<file path="src/rtl/mem_access_unit_if.sv">
// Request/response and memory-bus signal bundle for mem_access_unit.
// The unit connects through slave; the pipeline/memory side connects through master.
interface mem_access_unit_if #(
    parameter int unsigned XLEN   = 32,
    parameter int unsigned ADDR_W = 32
);
    localparam int unsigned NB  = XLEN / 8;
    localparam int unsigned OFS = $clog2(NB);

    logic              req_valid;
    logic              req_ready;
    logic              req_we;
    logic [1:0]        req_size;
    logic              req_unsigned;
    logic [ADDR_W-1:0] req_addr;
    logic [XLEN-1:0]   req_wdata;

    logic              resp_valid;
    logic [XLEN-1:0]   resp_rdata;
    logic              resp_err;

    logic                  mem_req;
    logic                  mem_we;
    logic [ADDR_W-OFS-1:0] mem_addr;
    logic [NB-1:0]         mem_be;
    logic [XLEN-1:0]       mem_wdata;
    logic                  mem_ack;
    logic [XLEN-1:0]       mem_rdata;

    modport slave (
        input  req_valid, req_we, req_size, req_unsigned, req_addr, req_wdata,
        input  mem_ack, mem_rdata,
        output req_ready, resp_valid, resp_rdata, resp_err,
        output mem_req, mem_we, mem_addr, mem_be, mem_wdata
    );

    modport master (
        output req_valid, req_we, req_size, req_unsigned, req_addr, req_wdata,
        output mem_ack, mem_rdata,
        input  req_ready, resp_valid, resp_rdata, resp_err,
        input  mem_req, mem_we, mem_addr, mem_be, mem_wdata
    );
endinterface

</file>
<file path="src/rtl/mem_access_unit.sv">
// Sequential load/store unit: byte-lane alignment, load extension and
// splitting of word-crossing accesses into two req/ack memory beats.
module mem_access_unit #(
    parameter int unsigned XLEN        = 32,
    parameter int unsigned ADDR_W      = 32,
    parameter int unsigned MISALIGN_EN = 1
) (
    input  logic             clk,
    input  logic             rst,
    mem_access_unit_if.slave bus
);
    localparam int unsigned NB  = XLEN / 8;
    localparam int unsigned OFS = $clog2(NB);
    localparam int unsigned AW  = ADDR_W - OFS;

    localparam logic [1:0] IDLE  = 2'd0;
    localparam logic [1:0] BEAT0 = 2'd1;
    localparam logic [1:0] BEAT1 = 2'd2;
    localparam logic [1:0] RESP  = 2'd3;

    logic [1:0]       state, state_d;

    logic             req_ready_q, req_ready_d;
    logic             resp_valid_q, resp_valid_d;
    logic [XLEN-1:0]  resp_rdata_q, resp_rdata_d;
    logic             resp_err_q, resp_err_d;
    logic             mem_req_q, mem_req_d;
    logic             mem_we_q, mem_we_d;
    logic [AW-1:0]    mem_addr_q, mem_addr_d;
    logic [NB-1:0]    mem_be_q, mem_be_d;
    logic [XLEN-1:0]  mem_wdata_q, mem_wdata_d;

    // request decode (only meaningful while IDLE)
    logic [OFS-1:0]   off;
    int unsigned      len;
    logic [2*NB-1:0]  len_mask;
    logic [2*NB-1:0]  mask;
    logic [2*XLEN-1:0] wsh;
    logic             split;
    logic             err;

    // latched request
    logic [OFS-1:0]   lat_off;
    logic [1:0]       lat_size;
    logic             lat_uns;
    logic             lat_we;
    logic             lat_split;
    logic [NB-1:0]    lat_be_hi;
    logic [XLEN-1:0]  lat_wdata_hi;
    logic [XLEN-1:0]  rdata0;

    logic             accept;
    logic             capture;

    // Shift the beat pair down to the addressed byte, then sign/zero-extend.
    function automatic logic [XLEN-1:0] extend(
        input logic [2*XLEN-1:0] pair,
        input logic [OFS-1:0]    o,
        input logic [1:0]        sz,
        input logic              uns
    );
        logic [XLEN-1:0] v;
        logic [XLEN-1:0] res;
        int unsigned     nbits;
        logic            sb;
        v     = XLEN'(pair >> {o, 3'b000});
        nbits = 32'd8 << sz;
        case (sz)
            2'd0:    sb = v[7];
            2'd1:    sb = v[15];
            2'd2:    sb = v[31];
            default: sb = v[XLEN-1];
        endcase
        sb = sb & ~uns;
        for (int unsigned i = 0; i < XLEN; i++) begin
            res[i] = (i < nbits) ? v[i] : sb;
        end
        return res;
    endfunction

    always_comb begin
        off      = bus.req_addr[OFS-1:0];
        len      = 32'd1 << bus.req_size;
        len_mask = '0;
        for (int unsigned i = 0; i < 2 * NB; i++) begin
            len_mask[i] = (i < len);
        end
        mask  = len_mask << off;
        wsh   = {XLEN'(0), bus.req_wdata} << {off, 3'b000};
        split = (32'(off) + len) > NB;
        err   = (XLEN == 32 && bus.req_size == 2'd3) || (split && MISALIGN_EN == 0);
    end

    // Next state and next values of all registered outputs.
    always_comb begin
        state_d      = state;
        mem_req_d    = mem_req_q;
        mem_we_d     = mem_we_q;
        mem_addr_d   = mem_addr_q;
        mem_be_d     = mem_be_q;
        mem_wdata_d  = mem_wdata_q;
        resp_valid_d = 1'b0;
        resp_rdata_d = '0;
        resp_err_d   = 1'b0;
        accept       = 1'b0;
        capture      = 1'b0;

        case (state)
            IDLE: begin
                if (bus.req_valid) begin
                    accept = 1'b1;
                    if (err) begin
                        state_d      = RESP;
                        resp_valid_d = 1'b1;
                        resp_err_d   = 1'b1;
                    end else begin
                        state_d     = BEAT0;
                        mem_req_d   = 1'b1;
                        mem_we_d    = bus.req_we;
                        mem_addr_d  = bus.req_addr[ADDR_W-1:OFS];
                        mem_be_d    = mask[NB-1:0];
                        mem_wdata_d = wsh[XLEN-1:0];
                    end
                end
            end
            BEAT0: begin
                if (bus.mem_ack) begin
                    capture = 1'b1;
                    if (lat_split) begin
                        state_d     = BEAT1;
                        mem_addr_d  = mem_addr_q + AW'(1);
                        mem_be_d    = lat_be_hi;
                        mem_wdata_d = lat_wdata_hi;
                    end else begin
                        state_d      = RESP;
                        mem_req_d    = 1'b0;
                        mem_we_d     = 1'b0;
                        mem_addr_d   = '0;
                        mem_be_d     = '0;
                        mem_wdata_d  = '0;
                        resp_valid_d = 1'b1;
                        resp_rdata_d = lat_we ? '0
                                     : extend({XLEN'(0), bus.mem_rdata}, lat_off, lat_size, lat_uns);
                    end
                end
            end
            BEAT1: begin
                if (bus.mem_ack) begin
                    state_d      = RESP;
                    mem_req_d    = 1'b0;
                    mem_we_d     = 1'b0;
                    mem_addr_d   = '0;
                    mem_be_d     = '0;
                    mem_wdata_d  = '0;
                    resp_valid_d = 1'b1;
                    resp_rdata_d = lat_we ? '0
                                 : extend({bus.mem_rdata, rdata0}, lat_off, lat_size, lat_uns);
                end
            end
            RESP: begin
                state_d = IDLE;
            end
            default: begin
                state_d = IDLE;
            end
        endcase

        req_ready_d = (state_d == IDLE);
    end

    always_ff @(posedge clk or posedge rst) begin
        if (rst) begin
            state        <= IDLE;
            req_ready_q  <= 1'b1;
            resp_valid_q <= 1'b0;
            resp_rdata_q <= '0;
            resp_err_q   <= 1'b0;
            mem_req_q    <= 1'b0;
            mem_we_q     <= 1'b0;
            mem_addr_q   <= '0;
            mem_be_q     <= '0;
            mem_wdata_q  <= '0;
        end else begin
            state        <= state_d;
            req_ready_q  <= req_ready_d;
            resp_valid_q <= resp_valid_d;
            resp_rdata_q <= resp_rdata_d;
            resp_err_q   <= resp_err_d;
            mem_req_q    <= mem_req_d;
            mem_we_q     <= mem_we_d;
            mem_addr_q   <= mem_addr_d;
            mem_be_q     <= mem_be_d;
            mem_wdata_q  <= mem_wdata_d;
        end
    end

    // Request copy held for the whole access; beat0 read word kept for the merge.
    always_ff @(posedge clk or posedge rst) begin
        if (rst) begin
            lat_off      <= '0;
            lat_size     <= '0;
            lat_uns      <= 1'b0;
            lat_we       <= 1'b0;
            lat_split    <= 1'b0;
            lat_be_hi    <= '0;
            lat_wdata_hi <= '0;
            rdata0       <= '0;
        end else begin
            if (accept) begin
                lat_off      <= off;
                lat_size     <= bus.req_size;
                lat_uns      <= bus.req_unsigned;
                lat_we       <= bus.req_we;
                lat_split    <= split;
                lat_be_hi    <= mask[2*NB-1:NB];
                lat_wdata_hi <= wsh[2*XLEN-1:XLEN];
            end
            if (capture) begin
                rdata0 <= bus.mem_rdata;
            end
        end
    end

    assign bus.req_ready  = req_ready_q;
    assign bus.resp_valid = resp_valid_q;
    assign bus.resp_rdata = resp_rdata_q;
    assign bus.resp_err   = resp_err_q;
    assign bus.mem_req    = mem_req_q;
    assign bus.mem_we     = mem_we_q;
    assign bus.mem_addr   = mem_addr_q;
    assign bus.mem_be     = mem_be_q;
    assign bus.mem_wdata  = mem_wdata_q;
endmodule

</file>
<file path="src/flat_wrapper.sv">
// flat-port wrapper written by rule: the top's interface ports become plain ports
module mem_access_unit_flat 
#(
    parameter int unsigned XLEN        = 32,
    parameter int unsigned ADDR_W      = 32,
    parameter int unsigned MISALIGN_EN = 1
)
  (clk, rst, bus_req_valid, bus_req_we, bus_req_size, bus_req_unsigned, bus_req_addr, bus_req_wdata, bus_mem_ack, bus_mem_rdata, bus_req_ready, bus_resp_valid, bus_resp_rdata, bus_resp_err, bus_mem_req, bus_mem_we, bus_mem_addr, bus_mem_be, bus_mem_wdata);
  mem_access_unit_if #(.XLEN(XLEN), .ADDR_W(ADDR_W)) bus_i ();
  input  logic clk;
  input  logic rst;
  input wire logic [$bits(bus_i.req_valid)-1:0] bus_req_valid;
  input wire logic [$bits(bus_i.req_we)-1:0] bus_req_we;
  input wire logic [$bits(bus_i.req_size)-1:0] bus_req_size;
  input wire logic [$bits(bus_i.req_unsigned)-1:0] bus_req_unsigned;
  input wire logic [$bits(bus_i.req_addr)-1:0] bus_req_addr;
  input wire logic [$bits(bus_i.req_wdata)-1:0] bus_req_wdata;
  input wire logic [$bits(bus_i.mem_ack)-1:0] bus_mem_ack;
  input wire logic [$bits(bus_i.mem_rdata)-1:0] bus_mem_rdata;
  output wire logic [$bits(bus_i.req_ready)-1:0] bus_req_ready;
  output wire logic [$bits(bus_i.resp_valid)-1:0] bus_resp_valid;
  output wire logic [$bits(bus_i.resp_rdata)-1:0] bus_resp_rdata;
  output wire logic [$bits(bus_i.resp_err)-1:0] bus_resp_err;
  output wire logic [$bits(bus_i.mem_req)-1:0] bus_mem_req;
  output wire logic [$bits(bus_i.mem_we)-1:0] bus_mem_we;
  output wire logic [$bits(bus_i.mem_addr)-1:0] bus_mem_addr;
  output wire logic [$bits(bus_i.mem_be)-1:0] bus_mem_be;
  output wire logic [$bits(bus_i.mem_wdata)-1:0] bus_mem_wdata;
  assign bus_i.req_valid = bus_req_valid;
  assign bus_i.req_we = bus_req_we;
  assign bus_i.req_size = bus_req_size;
  assign bus_i.req_unsigned = bus_req_unsigned;
  assign bus_i.req_addr = bus_req_addr;
  assign bus_i.req_wdata = bus_req_wdata;
  assign bus_i.mem_ack = bus_mem_ack;
  assign bus_i.mem_rdata = bus_mem_rdata;
  assign bus_req_ready = bus_i.req_ready;
  assign bus_resp_valid = bus_i.resp_valid;
  assign bus_resp_rdata = bus_i.resp_rdata;
  assign bus_resp_err = bus_i.resp_err;
  assign bus_mem_req = bus_i.mem_req;
  assign bus_mem_we = bus_i.mem_we;
  assign bus_mem_addr = bus_i.mem_addr;
  assign bus_mem_be = bus_i.mem_be;
  assign bus_mem_wdata = bus_i.mem_wdata;
  mem_access_unit #(.XLEN(XLEN), .ADDR_W(ADDR_W), .MISALIGN_EN(MISALIGN_EN)) u_core (.clk(clk), .rst(rst), .bus(bus_i));
endmodule
</file>
<file path="config.mk">
export PLATFORM = sky130hd
export DESIGN_NAME = mem_access_unit_flat
export DESIGN_NICKNAME = d
export VERILOG_FILES = /design/src/rtl/mem_access_unit_if.sv /design/src/rtl/mem_access_unit.sv /design/src/flat_wrapper.sv
export SDC_FILE = /design/constraint.sdc
export NUM_CORES = 1
export LEC_CHECK = 0
export CAP_MARGIN = 20
export CORE_MARGIN = 2
export CORE_UTILIZATION = 55
export CTS_BUF_LIST = sky130_fd_sc_hd__clkbuf_8 sky130_fd_sc_hd__clkbuf_16
export DETAILED_ROUTE_END_ITERATION = 16
export GPL_TIMING_DRIVEN = 1
export PLACE_DENSITY = 0.89
export SYNTH_ARGS = -nofsm -noshare
export SYNTH_HDL_FRONTEND = slang
export SYNTH_SLANG_ARGS = --single-unit
</file>
<file path="constraint.sdc">
create_clock -name clk -period 14.4 [get_ports clk]
set_clock_uncertainty 0.15 [all_clocks]
set_input_delay 2.16 -clock clk [delete_from_list [all_inputs] [get_ports clk]]
set_output_delay 2.16 -clock clk [all_outputs]
set_load 0.01 [all_outputs]
</file>
# After elaboration in Yosys (flattened, before gate mapping)
# Cells that the tools add are included.
# word_totals
ff_bits	180
# classes
add_sub_neg	2
n_reduce_logical	6
n_bitwise	3
mux	120
eq_ne	10
shift	6
magnitude_cmp	41
# ops
operator	count
< comparator 5 x 32 -> 1 bit (first input constant)	16
2-to-1 mux 32 bit	10
< comparator 3 x 32 -> 1 bit (first input constant)	8
< comparator 4 x 32 -> 1 bit (first input constant)	8
2-to-1 mux 30 bit	5
< comparator 1 x 32 -> 1 bit (first input constant)	4
< comparator 2 x 32 -> 1 bit (first input constant)	4
one-hot mux 32 bit (3 select lines)	1
one-hot mux 30 bit (3 select lines)	1
2-to-1 mux 1 bit	86
one-hot mux 32 bit (2 select lines)	1
left shift 32 x 5 -> 64 bit	1
right shift 64 x 5 -> 32 bit	1
adder 2 x 32 -> 32 bit	1
> comparator 32 x 3 -> 1 bit (second input constant)	1
left shift 1 x 2 -> 32 bit (first input constant)	1
left shift 4 x 2 -> 32 bit (first input constant)	1
right shift 32 x 5 -> 32 bit	1
adder 30 x 1 -> 30 bit (second input constant)	1
2-to-1 mux 4 bit	5
one-hot mux 4 bit (3 select lines)	1
inequality test 2 bit (second input constant)	5
one-hot mux 1 bit (3 select lines)	3
2-to-1 mux 2 bit	4
11 further kinds	18

# Logic depth before layout (Yosys ltp)
# logic_depth
ltp_word	11
ltp_mapped	10

# Worst setup path before layout
# No wires, ideal clock.
# synth_timing
kind	in2reg
startpoint	in bus_mem_ack
endpoint	reg u_core.mem_addr_q[25], in the netlist u_core.bus.mem_addr[25]
setup_ns	0.148
path_buffers	3
required_time_ns	14.102
arrival_ns	3.526
slack_ns	10.576
stages	7
path_cell_list	buf_2 o21ba_2 a211o_1 buf_2 buf_2 o311ai_0 o221ai_1
# synth_via
elab_chain_len	2
elab_cells_between_ends	3
cone_classes	eq/ne: 2; reduce/logical: 1
# synth_rtl
item	line_no	text
from (decl)	flat_wrapper.sv:18	input wire logic [$bits(bus_i.mem_ack)-1:0] bus_mem_ack;
inequality test 2 bit (no line)	--	
AND reduction 5 bit (no line) (*)	--	
to (signal assigned)	mem_access_unit.sv:191	mem_addr_q <= mem_addr_d;
to (decl)	mem_access_unit.sv:29	logic [AW-1:0] mem_addr_q, mem_addr_d;
# Mark *: on every way between the ends. The rest lies on a longest branch, timed or not.
# A chain may end at the register's enable or synchronous reset.

# Final worst setup path
# layout_timing
startpoint	in bus_req_addr[1]
endpoint	reg u_core.lat_split
# layout_via
elab_chain_len	2
# layout_rtl
item	line_no	text
from (decl)	flat_wrapper.sv:16	input wire logic [$bits(bus_i.req_addr)-1:0] bus_req_addr;
adder 2 x 32 -> 32 bit	mem_access_unit.sv:90	split = (32'(off) + len) > NB;
> comparator 32 x 3 -> 1 bit	mem_access_unit.sv:90	
to (signal assigned)	mem_access_unit.sv:214	lat_split <= split;
to (decl)	mem_access_unit.sv:47	logic lat_split;
# No other way between the ends.

==> flow_summary.toml <==
[power_and_ir_drop]
ir_worst_vdd_v = 0.0001717
power.total_uw = 2584
p_leak_uw = 0.005210
power_density_nw_per_um2 = 210.2

[floorplanning]
initial_core_util = 0.5576
dieHeight_um = 135.7
dieWidth_um = 135.7
std_cell_rows = 48
core_um2 = 17120
io_pins = 207
fp.dieArea_um2 = 18420

[synthesis]
synth_compound_area_frac = 0.1994
syn-cell-area_um2 = 9544
synth_fa_ha_area_frac = 0.01390
synth-simple-area-share = 0.1560
ys_seq_elements = 172
yosysUniqueCellTypes = 72
synth_top_family_by_area = "compound AO/OA/AOI/OAI gates"
yosys_warnings = 0
synth_fp_nets = 1113
async_flop_share = 1.000
synth_ff_type = "dfrtp_1"
ys_seq_area_frac = 0.4511
synth_top_area_frac = 0.4483
yosys.area.top_type = "dfrtp_1"
synth_edf_count = 0
synthTopCellsByArea = "dfrtp_1 45%, mux2_2 7.2%, mux2i_1 5.0%, nor2_1 4.8%, nand2_1 3.9%"
syn_inst = 999
muxShareOfSynthArea = 0.1310
synthXorXnorAreaFrac = 0.003671
syn_avg_cell_area_um2 = 9.554

[routing]
drt_wl_total_um = 28230
wl_per_cell_um = 20.21
vias = 8818
dr.pass1.iters = 5
antenna_left = 0
drc = 0
viasPerCell = 6.312
drt-initial-drc-count = 924

[clocking]
postCtsSetupRepairBufs = 0
clk_path_buf_depth = 2
holdBufCountCts = 0
htreeDepth = 4
cts_buffers = 17
cts_sinks = 172
cts_resized = 0
clk_latency_ns = 0.43
clk_pin_slew_ns = 0.06
cts-root-buf = "clkbuf_16"
cts_tree = "done"

[run]
max-cap-violations = 0

[sta]
holdWs_ns = 0.3278
fin_crit_sh = 0.3235
finalCriticalPeriod_ns = 4.658
hold_viol = 0
max_freq_mhz = 214.7
setup_tns_ns = 0
drv_slew = 0
setup_viol = 0
rsz0062_at_grt = "no"
relSlewSlack = 0.2656
worst_pin_slew_ns = 1.099

[final_layout]
antenna_cells = 0
nets = 1273
drive_gt1_frac = 0.1101
layout_common_cells = "205 x clkdlybuf4s50_1, 169 x dfrtp_1, 120 x nor2_1, 100 x nand2_1, 75 x o21ai_0"
postLayoutCellArea_um2 = 12290
area_growth_syn_to_layout_pct = 28.78
final_common_cell = "clkdlybuf4s50_1"
stdcell_count = 1397

[worst_setup_path]
slowest_stage = "clkdlybuf4s50_1"
r2r_start = "u_core.lat_off[0]$_DFFE_PP0P_"
worstPathArrival_ns = 4.80
cp-startpoint = "bus_req_addr[1]"
path_class = "in2reg"
critical_path.max_stage_delay_ns = 0.94
cp.required_ns = 14.55
path_cells = "clkdlybuf4s50_1, inv_1, fa_1, nand2b_1, nand2_1, a21boi_0, a21oi_1, o21ai_0"
cp-start-kind = "input pin"
critPathCaptureType = "flop"
worstPathMaxFanout = 26
reg2reg_slack_ns = 11.02

[status]
status = "finished, final reports clean"

[global_routing]
antenna_found_initial = 0
grt-ovfl-total = 0
grt_pass1_vias = 8495
grt_start_max_net_pins = 110
grt_pass1_wl_um = 44160
grtUsageTotal = 0.3056

[placement]
gp_congestion = 0.9470
place.port_buffers = 206
dp.cells = 1363
dpl_cell_area_um2 = 11640
dp_hpwl_um = 18800

[hold_path]
min_path_type = "reg2reg"
hp-start = "u_core.bus.mem_wdata[28]$_DFFE_PP0P_"
-- final timing paths --
check | end | cells after the start
max | u_core.lat_split$_DFFE_PP0P_ | 8
min | u_core.bus.mem_wdata[28]$_DFFE_PP0P_ | 2
max reg2reg | u_core.bus.resp_rdata[26]$_DFF_PP0_ | 6
min reg2reg | u_core.bus.mem_wdata[28]$_DFFE_PP0P_ | 2
max in group asynchronous | u_core.lat_off[1]$_DFFE_PP0P_ | 4
min in group asynchronous | u_core.bus.resp_rdata[9]$_DFF_PP0_ | 2
-- worst max-delay path, delay by kind of cell --
kind                     cells  cell delay (ns)
adder cells (fa/ha/maj)      1             0.67
AO/OA/AOI/OAI                3             0.30
AND/OR/NAND/NOR              2             0.15
buffers and inverters        2             1.51
-- Yosys cell counts, drive strengths merged, types with 5 or more instances --
library cell	n
o311ai	7
a21oi	59
ha	9
o21ai	75
and3	9
a2bb2oi	8
a31oi	6
nor2	121
mux2i	48
a221oi	17
buf	31
a21o	6
clkbuf	46
a22o	14
inv	24
o41ai	8
nor3	5
nor4	6
mux2	62
and2	12
o31a	6
dfrtp	171
nand4	10
nand2	100
a211oi	15
o221ai	22
and4	6
nand3	20
o211ai	5
or4	6
nor2b	8
-- per-layer routing --
metal | part of all wire | wire [µm] | track usage
met1 | 0.41 | 11490 | 0.4052
met2 | 0.47 | 13350 | 0.4823
met3 | 0.085 | 2390 | 0.06697
met4 | 0.035 | 993 | 0.1389
met5 | 0 | 0 | 0
-- cells by family after synthesis --
group | after synthesis
adder cells (fa/ha/maj) | 10
AO/OA/AOI/OAI | 278
multiplexers | 113
AND/OR/NAND/NOR | 321
XOR/XNOR | 4
buffers and inverters | 101
flip-flops | 172
-- cell type report --
class / count / area, µm²
repair buffers: 218 / 2165
clock inverters: 9 / 107.6
flip-flops and latches: 172 / 4308
multi-input cells: 726 / 4826
inverters: 24 / 95.09
clock buffers: 23 / 508.0
well taps: 225 / 281.5
fillers: 1270 / 4826
-- power breakdown --
group	internal (µW)	switching [µW]
combinational	568	679
clock	284	195
sequential	681	177
total	1530	1050
-- flip-flops by register name, indices dropped and copies added, names as in the netlist, 2 cells and up --
name,count
u_core.rdata0,32
u_core.lat_off,2
u_core.bus.mem_addr,30
u_core.bus.mem_be,4
u_core.bus.mem_wdata,32
u_core.bus.resp_rdata,32
u_core.lat_size,2
u_core.lat_wdata_hi,24
u_core.state,2
u_core.lat_be_hi,4
-- through the flow --
stage                     setup WS, ns  utilization
final                            9.742       0.7181
after global routing             9.539       0.7181
after CTS                        9.770       0.7162
after detailed placement         9.331       0.6802
after global placement           9.407       0.6802
after floorplan                  7.432            -
Note: power is estimated with default switching activity, not from simulation.
